### src/rtl/decode_queue.sv
// Instruction decode queue: up to FETCH_WIDTH MIPS32 instructions are decoded
// and enqueued per cycle, and one decoded entry is presented to the consumer per cycle.
module decode_queue #(
    parameter int FETCH_WIDTH     = 2,
    parameter int DEPTH           = 8,
    parameter int ENABLE_SPECIAL2 = 1
) (
    input  logic                          clk,
    input  logic                          rst,
    input  logic                          flush,
    input  logic [FETCH_WIDTH-1:0]        in_valid,
    input  logic [32*FETCH_WIDTH-1:0]     in_instr,
    input  logic [32*FETCH_WIDTH-1:0]     in_pc,
    output logic                          in_ready,
    output logic                          out_valid,
    input  logic                          out_ready,
    output logic [31:0]                   out_instr,
    output logic [31:0]                   out_pc,
    output logic [11:0]                   out_ctrl,
    output logic [$clog2(DEPTH):0]        count
);

    localparam int PW = $clog2(DEPTH);
    localparam int CW = PW + 1;

    // Control word: {rw, dst[1:0], imm, mem_rd, mem_wr, mem_to_reg, hilo_wen, is_div, is_mult, ri, sign_ext}
    function automatic logic [11:0] decode(input logic [31:0] instr);
        logic [5:0] op;
        logic [5:0] fn;
        logic [4:0] rs;
        logic [4:0] rt;
        logic       rw, imm, mr, mw, mtr, hl, dv, ml, ri, se;
        logic [1:0] dst;
        op  = instr[31:26];
        fn  = instr[5:0];
        rs  = instr[25:21];
        rt  = instr[20:16];
        {rw, imm, mr, mw, mtr, hl, dv, ml, ri} = 9'd0;
        dst = 2'b00;
        se  = (op[5:2] != 4'b0011);
        case (op)
            6'h00: begin
                case (fn)
                    6'h00, 6'h02, 6'h03, 6'h04, 6'h06, 6'h07, 6'h0A, 6'h0B,
                    6'h10, 6'h12, 6'h20, 6'h21, 6'h22, 6'h23, 6'h24, 6'h25,
                    6'h26, 6'h27, 6'h2A, 6'h2B: rw = 1'b1;
                    6'h08, 6'h0C, 6'h0D, 6'h0F: ri = 1'b0;
                    6'h09: begin rw = 1'b1; dst = 2'b10; end
                    6'h11, 6'h13: hl = 1'b1;
                    6'h18, 6'h19: begin hl = 1'b1; ml = 1'b1; end
                    6'h1A, 6'h1B: begin hl = 1'b1; dv = 1'b1; end
                    default: ri = 1'b1;
                endcase
            end
            6'h01: begin
                case (rt)
                    5'h00, 5'h01: ri = 1'b0;
                    5'h10, 5'h11: begin rw = 1'b1; dst = 2'b10; end
                    default: ri = 1'b1;
                endcase
            end
            6'h02, 6'h04, 6'h05, 6'h06, 6'h07: ri = 1'b0;
            6'h03: begin rw = 1'b1; dst = 2'b10; end
            6'h08, 6'h09, 6'h0A, 6'h0B, 6'h0C, 6'h0D, 6'h0E, 6'h0F: begin
                rw = 1'b1; dst = 2'b01; imm = 1'b1;
            end
            6'h10: begin
                // COP0: MFC0 writes rt; MTC0 and ERET carry no datapath control
                if (rs == 5'h00) begin
                    rw = 1'b1; dst = 2'b01;
                end else if (rs == 5'h04) begin
                    ri = 1'b0;
                end else if ((rs == 5'h10) && (fn == 6'h18)) begin
                    ri = 1'b0;
                end else begin
                    ri = 1'b1;
                end
            end
            6'h1C: begin
                if (ENABLE_SPECIAL2 == 0) begin
                    ri = 1'b1;
                end else begin
                    case (fn)
                        6'h00, 6'h01, 6'h04, 6'h05: begin hl = 1'b1; ml = 1'b1; end
                        6'h02: begin rw = 1'b1; ml = 1'b1; end
                        6'h20, 6'h21: rw = 1'b1;
                        default: ri = 1'b1;
                    endcase
                end
            end
            6'h20, 6'h21, 6'h22, 6'h23, 6'h24, 6'h25, 6'h26, 6'h30: begin
                rw = 1'b1; dst = 2'b01; imm = 1'b1; mr = 1'b1; mtr = 1'b1;
            end
            6'h28, 6'h29, 6'h2A, 6'h2B, 6'h2E: begin
                imm = 1'b1; mw = 1'b1;
            end
            6'h38: begin
                rw = 1'b1; dst = 2'b01; imm = 1'b1; mw = 1'b1; mtr = 1'b1;
            end
            default: ri = 1'b1;
        endcase
        return ri ? {10'd0, 1'b1, se} : {rw, dst, imm, mr, mw, mtr, hl, dv, ml, 1'b0, se};
    endfunction

    logic [31:0]            r_instr_mem [DEPTH];
    logic [31:0]            r_pc_mem    [DEPTH];
    logic [11:0]            r_ctrl_mem  [DEPTH];
    logic [PW-1:0]          r_rptr;
    logic [PW-1:0]          r_wptr;
    logic [CW-1:0]          r_count;
    logic                   r_in_ready;
    logic                   r_out_valid;

    logic                   w_pop;
    logic [CW-1:0]          w_npush;
    logic [CW-1:0]          w_count_nxt;
    logic [FETCH_WIDTH-1:0] w_we;
    logic [PW-1:0]          w_slot [FETCH_WIDTH];

    // Compact valid lanes into consecutive slots and compute the next occupancy
    always_comb begin
        w_pop   = r_out_valid & out_ready & ~flush;
        w_npush = '0;
        for (int i = 0; i < FETCH_WIDTH; i++) begin
            w_slot[i] = r_wptr + w_npush[PW-1:0];
            w_we[i]   = r_in_ready & ~flush & in_valid[i];
            w_npush   = w_npush + CW'(w_we[i]);
        end
        if (flush) begin
            w_count_nxt = '0;
        end else begin
            w_count_nxt = r_count + w_npush - CW'(w_pop);
        end
    end

    // Pointers, occupancy and the status flags derived from it
    always_ff @(posedge clk or posedge rst) begin
        if (rst) begin
            r_rptr      <= '0;
            r_wptr      <= '0;
            r_count     <= '0;
            r_in_ready  <= 1'b1;
            r_out_valid <= 1'b0;
        end else begin
            if (flush) begin
                r_rptr <= '0;
                r_wptr <= '0;
            end else begin
                r_rptr <= r_rptr + PW'(w_pop);
                r_wptr <= r_wptr + w_npush[PW-1:0];
            end
            r_count     <= w_count_nxt;
            r_in_ready  <= (CW'(DEPTH) - w_count_nxt) >= CW'(FETCH_WIDTH);
            r_out_valid <= (w_count_nxt != '0);
        end
    end

    // Entry storage; contents are don't-care until written, so no reset
    always_ff @(posedge clk) begin
        for (int i = 0; i < FETCH_WIDTH; i++) begin
            if (w_we[i]) begin
                r_instr_mem[w_slot[i]] <= in_instr[32*i +: 32];
                r_pc_mem[w_slot[i]]    <= in_pc[32*i +: 32];
                r_ctrl_mem[w_slot[i]]  <= decode(in_instr[32*i +: 32]);
            end
        end
    end

    assign in_ready  = r_in_ready;
    assign out_valid = r_out_valid;
    assign count     = r_count;
    assign out_instr = r_out_valid ? r_instr_mem[r_rptr] : 32'd0;
    assign out_pc    = r_out_valid ? r_pc_mem[r_rptr]    : 32'd0;
    assign out_ctrl  = r_out_valid ? r_ctrl_mem[r_rptr]  : 12'd0;

endmodule
### config.mk
export PLATFORM = sky130hd
export DESIGN_NAME = decode_queue
export DESIGN_NICKNAME = d
export VERILOG_FILES = /design/src/rtl/decode_queue.sv
export SDC_FILE = /design/constraint.sdc
export NUM_CORES = 1
export LEC_CHECK = 0
export ABC_AREA = 1
export ABC_CLOCK_PERIOD_IN_PS = 9100
export CORE_MARGIN = 4
export CORE_UTILIZATION = 45
export DETAILED_ROUTE_END_ITERATION = 12
export GPL_ROUTABILITY_DRIVEN = 0
export HOLD_SLACK_MARGIN = 0.03
export SYNTH_ARGS = -nofsm -noshare
export SYNTH_HDL_FRONTEND = slang
export SYNTH_SLANG_ARGS = --single-unit
export TNS_END_PERCENT = 50
### constraint.sdc
create_clock -name clk -period 9.1 [get_ports clk]
set_input_delay 1.82 -clock clk [delete_from_list [all_inputs] [get_ports clk]]
set_output_delay 1.82 -clock clk [all_outputs]
set_load 0.01 [all_outputs]
Yosys cells after proc, flatten, opt, wreduce, memory -nomap -nowiden:

Memories as Yosys holds them, arrays and structs flattened.
Cells that the tools add are included.

* add/subtract/negate cells: 7
* order comparisons: 1
* equal/unequal tests: 138
* multiplexer cells: 88
* bitwise logic cells: 6
* reductions and logical operators: 47

Operators with widths (number)
* == test 6 bit, second input constant: 48
* == test 6 x 4 -> 1 bit, second input constant: 30
* == test 6 x 5 -> 1 bit, second input constant: 20
* == test 6 x 3 -> 1 bit, second input constant: 16
* 2-to-1 mux 1 bit: 64
* 2-to-1 mux 32 bit: 2
* OR reduction 31 bit: 2
* OR reduction 28 bit: 2
* == test 6 x 2 -> 1 bit, second input constant: 8
* OR reduction 22 bit: 2
* OR reduction 21 bit: 2
* 2-to-1 mux 12 bit: 3
* OR reduction 18 bit: 2
* OR reduction 17 bit: 2
* == test 5 bit, second input constant: 6
* == test 6 x 1 -> 1 bit, second input constant: 4
* zero test 6 bit: 4
* OR reduction 6 bit: 4
* zero test 5 bit: 4
* case mux 1 bit (5 select lines): 4
* case mux 2 bit (5 select lines): 2
* OR reduction 9 bit: 2
* OR reduction 4 bit: 4
* OR reduction 8 bit: 2
* other kinds (22): 48

* register bits: 12
* RAM bits: 608
* output and inout bits: 82
* memories: 3

Memory list
* r_instr_mem: words 8, bits a word 32, rd ports 1, clocked after Yosys merged registers in 0, write ports 2, RTL line 105 `logic [31:0] r_instr_mem [DEPTH];`
* r_pc_mem: words 8, bits a word 32, rd ports 1, clocked after Yosys merged registers in 0, write ports 2, RTL line 106 `logic [31:0] r_pc_mem [DEPTH];`
* r_ctrl_mem: words 8, bits a word 12, rd ports 1, clocked after Yosys merged registers in 0, write ports 2, RTL line 107 `logic [11:0] r_ctrl_mem [DEPTH];`

Longest topological paths before layout:

Gate-level depths: netlist of run 1.

* depth in word-level cells: 9
* gate-level depth with buffers: 17
* mapped depth without buffers: 16

Worst setup path after synthesis of run 1:

Ideal clock, no wire load.

* path type: input-to-reg
* from: input port flush
* to: memory r_ctrl_mem[0][0], enable pin
* arrival: 7.813 ns
* path slack: 0.672 ns
* stages on the path: 6
* buffers on the path: 2
* path through: buf_2 inv_2 and3_1 clkbuf_1 nand3_1 o21ai_0

RTL lines
* start, declared: RTL line 10 `input logic flush,`
* end, declared: RTL line 107

Worst setup path after layout of run 1:

* from: register r_rptr[0]
* to: output port out_pc[9]

* cells in the longest elaborated chain, start to end: 2

RTL lines
* start, declared: RTL line 108 `logic [PW-1:0] r_rptr;`
* start signal, assigned: RTL line 149 `r_rptr <= r_rptr + PW'(w_pop);`
* memory read (8 x 32 bit)
* 2-to-1 mux 32 bit: RTL line 173 `assign out_pc = r_out_valid ? r_pc_mem[r_rptr] : 32'd0;`
* end, declared: RTL line 18 `output logic [31:0] out_pc,`

Every way passes these cells.

==> impl_metrics.tcl, run 1 <==
set metrics [dict create \
    status "complete, no violations" \
    p_per_area_mw_per_mm2 220.8 \
    hold-path-cell-count 1 \
    ys_types 47 \
    die_w_um 277.7 \
    crit_type "reg -> out" \
    endpoint_kind "output port" \
    cts.path.max_buffers 3 \
    dieHeight_um 277.7 \
    clk_pin_slew_ns 0.06 \
    synth_most_common_cell "o21ai_0" \
    ctsResizeCount 0 \
    hold_path_class "reg -> reg" \
    hold_viol_final 0 \
    grt_pass1_vias 25427 \
    first_iter_violations 3135 \
    period_minus_slack_ns 6.454 \
    num_vias 26962 \
    dieArea_sq_mm 0.07713 \
    synth_flop_cell "edfxtp_1" \
    synth_common_cells "o21ai_0 (948), nand2_1 (762), edfxtp_1 (608), nor2_1 (543), inv_1 (130)" \
    multi_input_area_sq_mm 0.01201 \
    place.port_buffers 215 \
    io_pins 216 \
    drive_above_1_share_pct 5.499 \
    cts_buffers 71 \
    avgViaCountPerCell 5.741 \
    r2r_start "r_wptr[0]" \
    core_area_sq_mm 0.07185 \
    drt-pass1-iter-count 8 \
    detail-route-antenna-nets 0 \
    rrSetupSlack_ns 4.31 \
    avgSynthCellArea_sq_um 8.870 \
    place.detailed.hpwl_um 58550 \
    cp_data_required_time_ns 7.28 \
    grt_max_degree 142 \
    cap_viol_max_count 0 \
    arrival_ns 4.63 \
    area_delta_synth_final_pct 13.10 \
    drc 0 \
    syn-num-nets 3840 \
    crit_start "r_rptr[0]" \
    cts_hold_buf 0 \
    antenna_found_initial 2 \
    ys_seq_area_share_pct 56.69 \
    rr_worst_depth 11 \
    finalSetupViolCount 0 \
    start_util_pct 45.56 \
    skew_ns 0.02231 \
    drv_slew 0 \
    max_freq_ghz 0.1549 \
    n_antenna_cell 0 \
    synth_area_leaders "edfxtp_1 (56%), o21ai_0 (14%), nand2_1 (8.7%), nor2_1 (6.2%), buf_2 (1.9%)" \
    tightest_slew_ns 1.222 \
    rows 98 \
    p_leak_nw 12.40 \
    yosysTopAreaCell "edfxtp_1" \
    insertion_delay_ns 0.62 \
    htreeDepth 3 \
    fin_nets 3837 \
    synth_top_area_share_pct 55.77 \
    max-vdd-ir-drop_v 0.0001412 \
    tns_ns 0 \
    rsz0062_at_grt "false" \
    grt-ovfl-total 0 \
    wl_um 102500 \
    cp_max_fo 137 \
    grt_pass1_wl_um 155900 \
    grt_usage_pct 26.04 \
    hold_path.startpoint "r_rptr[2]" \
    synth-edff-count 608 \
    root_buffer "clkbuf_16" \
    wire_per_inst_um 21.82 \
    yosysWarnings 0 \
    slew_headroom_pct 18.55 \
    final_util_pct 51.53 \
    start_kind "flip-flop" \
    synthesis.area_sq_mm 0.03274 \
    async_flop_share_pct 1.935 \
    n_fill_cell 6627 \
    period_share_pct 70.92 \
    cts.sinks 620 \
    cts_tree "done" \
    cts_setup_buffers 0 \
    synthCells 3691 \
    register_area_sq_mm 0.01857 \
    ys_ff_latch 620 \
]
==> metrics by stage <==
step / worst slack, ns / power, mW / area (sq um) / std cells / hold slack (ns)
4_1_cts: 2.585 / 8.215 / 37030 / 4696 / 0.5629
3_3_place_gp: 2.255 / 5.399 / 34760 / 4565 / 0.5490
2_1_floorplan: 0.6721 / 4.588 / 32740 / 3691 / 0.4405
5_1_grt: 2.405 / 8.539 / 37030 / 4696 / 0.5980
6_report: 2.646 / 8.174 / 37030 / 4696 / 0.5587
3_5_place_dp: 2.173 / 5.412 / 34760 / 4565 / 0.5504
==> layout by cell type, fill, tap and decap left out, types with 13 or more instances in the layout <==
cell type | synthesis | final
o21ai_1 | 39 | 39
clkbuf_16 | 0 | 74
inv_1 | 130 | 130
clkinv_1 | 1 | 21
nand2_1 | 762 | 762
clkinv_2 | 0 | 15
ha_1 | 13 | 13
nand3_1 | 69 | 69
nor2_1 | 543 | 543
o21ai_0 | 948 | 940
clkdlybuf4s50_1 | 0 | 215
o22ai_1 | 76 | 76
a31oi_1 | 77 | 77
edfxtp_1 | 608 | 608
buf_4 | 51 | 33
==> sequential cells by signal, summed over array words and instances, names as in the netlist <==
register     flops
count            4
in_ready         1
out_valid        1
r_ctrl_mem      96
r_instr_mem    256
r_pc_mem       256
r_rptr           3
r_wptr           3
==> where the power goes <==
group	internal (mW)	switching (mW)	total [mW]
Clock	1.63	1.20	2.82
Combinational	0.673	1.21	1.88
Sequential	3.38	0.0882	3.47
==> area by class of cell <==
class | instances | area share [%]
well taps | 950 | 3.210
flip-flops and latches | 620 | 50.15
clock buffers | 80 | 5.062
clock inverters | 51 | 1.054
inverters | 144 | 1.507
multi-input cells | 2601 | 32.42
repair buffers | 250 | 6.589
==> critical path, cell delays in order (launching register included) <==
cell,delay [ns]
dfrtp_4,0.84
buf_12,0.45
buf_4,0.77
o21ai_0,0.20
o22ai_1,0.20
o21ai_0,0.10
a31oi_1,0.48
clkdlybuf4s50_1,0.66
==> layer usage <==
layer | GRT usage [%] | vias up | routed length, um
li1 | - | 12750 | -
met1 | 36.41 | 12779 | 43110
met2 | 42.51 | 1272 | 48200
met3 | 3.577 | 157 | 8682
met4 | 7.837 | 4 | 2469
met5 | 0 | - | 20
==> cells by family (layout without fill, tap and decap cells) <==
logic type                 after synthesis  count (layout)  share of synthesized area (%)
xor gates and xnor gates                 4               4                         0.1070
AOI/OAI and AO/OA                     1156            1156                          18.38
and+or+nand+nor                       1426            1426                          17.27
adders and majority gates               15              15                         0.6191
buffers and inverters                  470             525                          6.933
DFF                                    620             620                          56.69
==> worst paths after layout <==
| kind | endpoint |
|---|---|
| max in group asynchronous | r_rptr[1] |
| hold reg to reg | r_rptr[2] |
| setup reg to reg | r_instr_mem[3][22] |
| min in group asynchronous | count[1] |
| hold / removal | r_rptr[2] |
| setup / recovery | out_pc[9] |
No activity file was read; power rests on OpenSTA's default activity.
==> run 2: changes to the inputs <==
Settings changed: ABC_CLOCK_PERIOD_IN_PS 9100 to 6400.
Clock period 9.1 ns to 6.4 ns, I/O delays scaled along.
==> run 2 against run 1 <==
  * Sequential cell count stayed put
  * Sequential power is 43% higher
  * Die area is the same
  * Combinational power rose by 38%
  * Clock power is 42% higher
  * Via count down 1.5%
  * Clock skew fell by 0.0058 ns
  * Total power increased by 41%
  * Largest cell class unchanged
  * Largest power group unchanged
  * Highest routed layer unchanged
==> impl_metrics.tcl, run 2 (synthesis gave the netlist of run 1 again) <==
set metrics [dict create \
    p_per_area_mw_per_mm2 310.5 \
    cp_data_required_time_ns 5.12 \
    drv_slew 0 \
    drc 0 \
    cts_hold_buf 0 \
    hold_path_class "reg -> reg" \
    grt_util_met2_pct 40.55 \
    skew_ns 0.01651 \
    hold_viol_final 0 \
    rsz0062_at_grt "false" \
    arrival_ns 3.80 \
    dieHeight_um 277.7 \
    period_share_pct 79.39 \
    endpoint_kind "output port" \
    period_minus_slack_ns 5.081 \
    antenna_found_initial 5 \
    grt_pass1_vias 25208 \
    critPathMaxStageDelay_ns 0.65 \
    avgViaCountPerCell 5.651 \
    first_iter_violations 2620 \
    root_buffer "clkbuf_16" \
    final_cell_mix "o21ai_0 (940), nand2_1 (762), edfxtp_1 (608)" \
    max_freq_ghz 0.1968 \
    place.detailed.hpwl_um 52770 \
    area_delta_synth_final_pct 13.70 \
    fin_nets 3841 \
    htreeDepth 3 \
    max-vdd-ir-drop_v 0.0001813 \
    critical_path.cell_chain "buf_4 -> buf_4 -> o21ai_0 -> o22ai_1 -> o21ai_0 -> a31oi_1 -> clkdlybuf4s50_1" \
    grt-ovfl-total 0 \
    status "complete, no violations" \
    path_delay_family "buffers and inverters" \
    final_common_cell "o21ai_0" \
    n_fill_cell 6645 \
    hold_slack_ns 0.5499 \
    place_area_sq_mm 0.03496 \
    wl_um 97280 \
    start_util_pct 45.56 \
    core_area_sq_mm 0.07185 \
    insertion_delay_ns 0.61 \
    die_w_um 277.7 \
    finalSetupViolCount 0 \
    p_leak_nw 12.45 \
    worst-path-buf-inv 3 \
    cts_setup_buffers 0 \
    crit_type "reg -> out" \
    cp_max_fo 41 \
    dieArea_sq_mm 0.07713 \
    tightest_slew_ns 1.129 \
    grt_pass1_wl_um 149400 \
    grt_usage_pct 24.59 \
    wire_per_inst_um 20.70 \
    detail-route-antenna-nets 0 \
    start_kind "flip-flop" \
    cts_tree "done" \
    drt-pass1-iter-count 5 \
    num_vias 26554 \
    cap_viol_max_count 0 \
    slew_headroom_pct 24.14 \
    register_area_sq_mm 0.01857 \
    cts_buffers 71 \
    place.port_buffers 215 \
    cts.path.max_buffers 3 \
    grt_use_met1_pct 33.72 \
    tns_ns 0 \
    cp_slowest_cell "dfrtp_4" \
    grt_max_degree 141 \
    grt_use_met3_pct 3.636 \
    drive_above_1_share_pct 5.206 \
    multi_input_area_sq_mm 0.01200 \
    clk_pin_slew_ns 0.06 \
    rows 98 \
    cts.sinks 620 \
    io_pins 216 \
    ctsResizeCount 0 \
    stdcell_area_sq_mm 0.03722 \
    grt_busiest_layer "met2" \
]
## run 2: power breakdown
group	internal [mW]	total [mW]	switching [mW]
combinational	0.978	2.59	1.61
sequential	4.80	4.97	0.167
clock	2.36	4.00	1.64
## run 2: layout make-up
class	instances	share of cell area, %
Timing Repair Buffer	254	7.106
Clock buffer	95	5.301
Inverter	144	1.499
Clock inverter	32	0.7529
Tap cell	950	3.193
Sequential cell	620	49.89
Multi-Input combinational cell	2601	32.24
Antenna cell	3	0.02017
## run 2: final timing paths
check / start / endpoint / slack [ns] / cells past startpoint
min in group asynchronous: rst / count[2] / 0.99 / 2
max in group asynchronous: rst / r_rptr[0] / 5.05 / 2
max: r_rptr[1] / out_ctrl[0] / 1.32 / 7
min reg2reg: r_rptr[2] / r_rptr[2] / 0.55 / 1
max reg2reg: in_ready / r_pc_mem[6][4] / 2.80 / 11
min: r_rptr[2] / r_rptr[2] / 0.55 / 1
## run 2: per-layer routing
metal / vias to the layer above / wire [um]
met5: - / 33
met2: 1009 / 45670
met3: 150 / 7180
met1: 12635 / 41660
met4: 6 / 2735
li1: 12754 / -
## run 2: through the flow
step | total power [mW] | worst slack, ns | instances | utilization (%)
final | 11.56 | 1.319 | 4699 | 51.80
after global routing | 12.09 | 1.135 | 4697 | 51.80
after CTS | 11.65 | 1.273 | 4696 | 51.79
after detailed placement | 7.658 | 1.245 | 4569 | 48.66
after global placement | 7.639 | 1.258 | 4569 | 48.66
after floorplan | 6.524 | -1.488 | 3691 | -
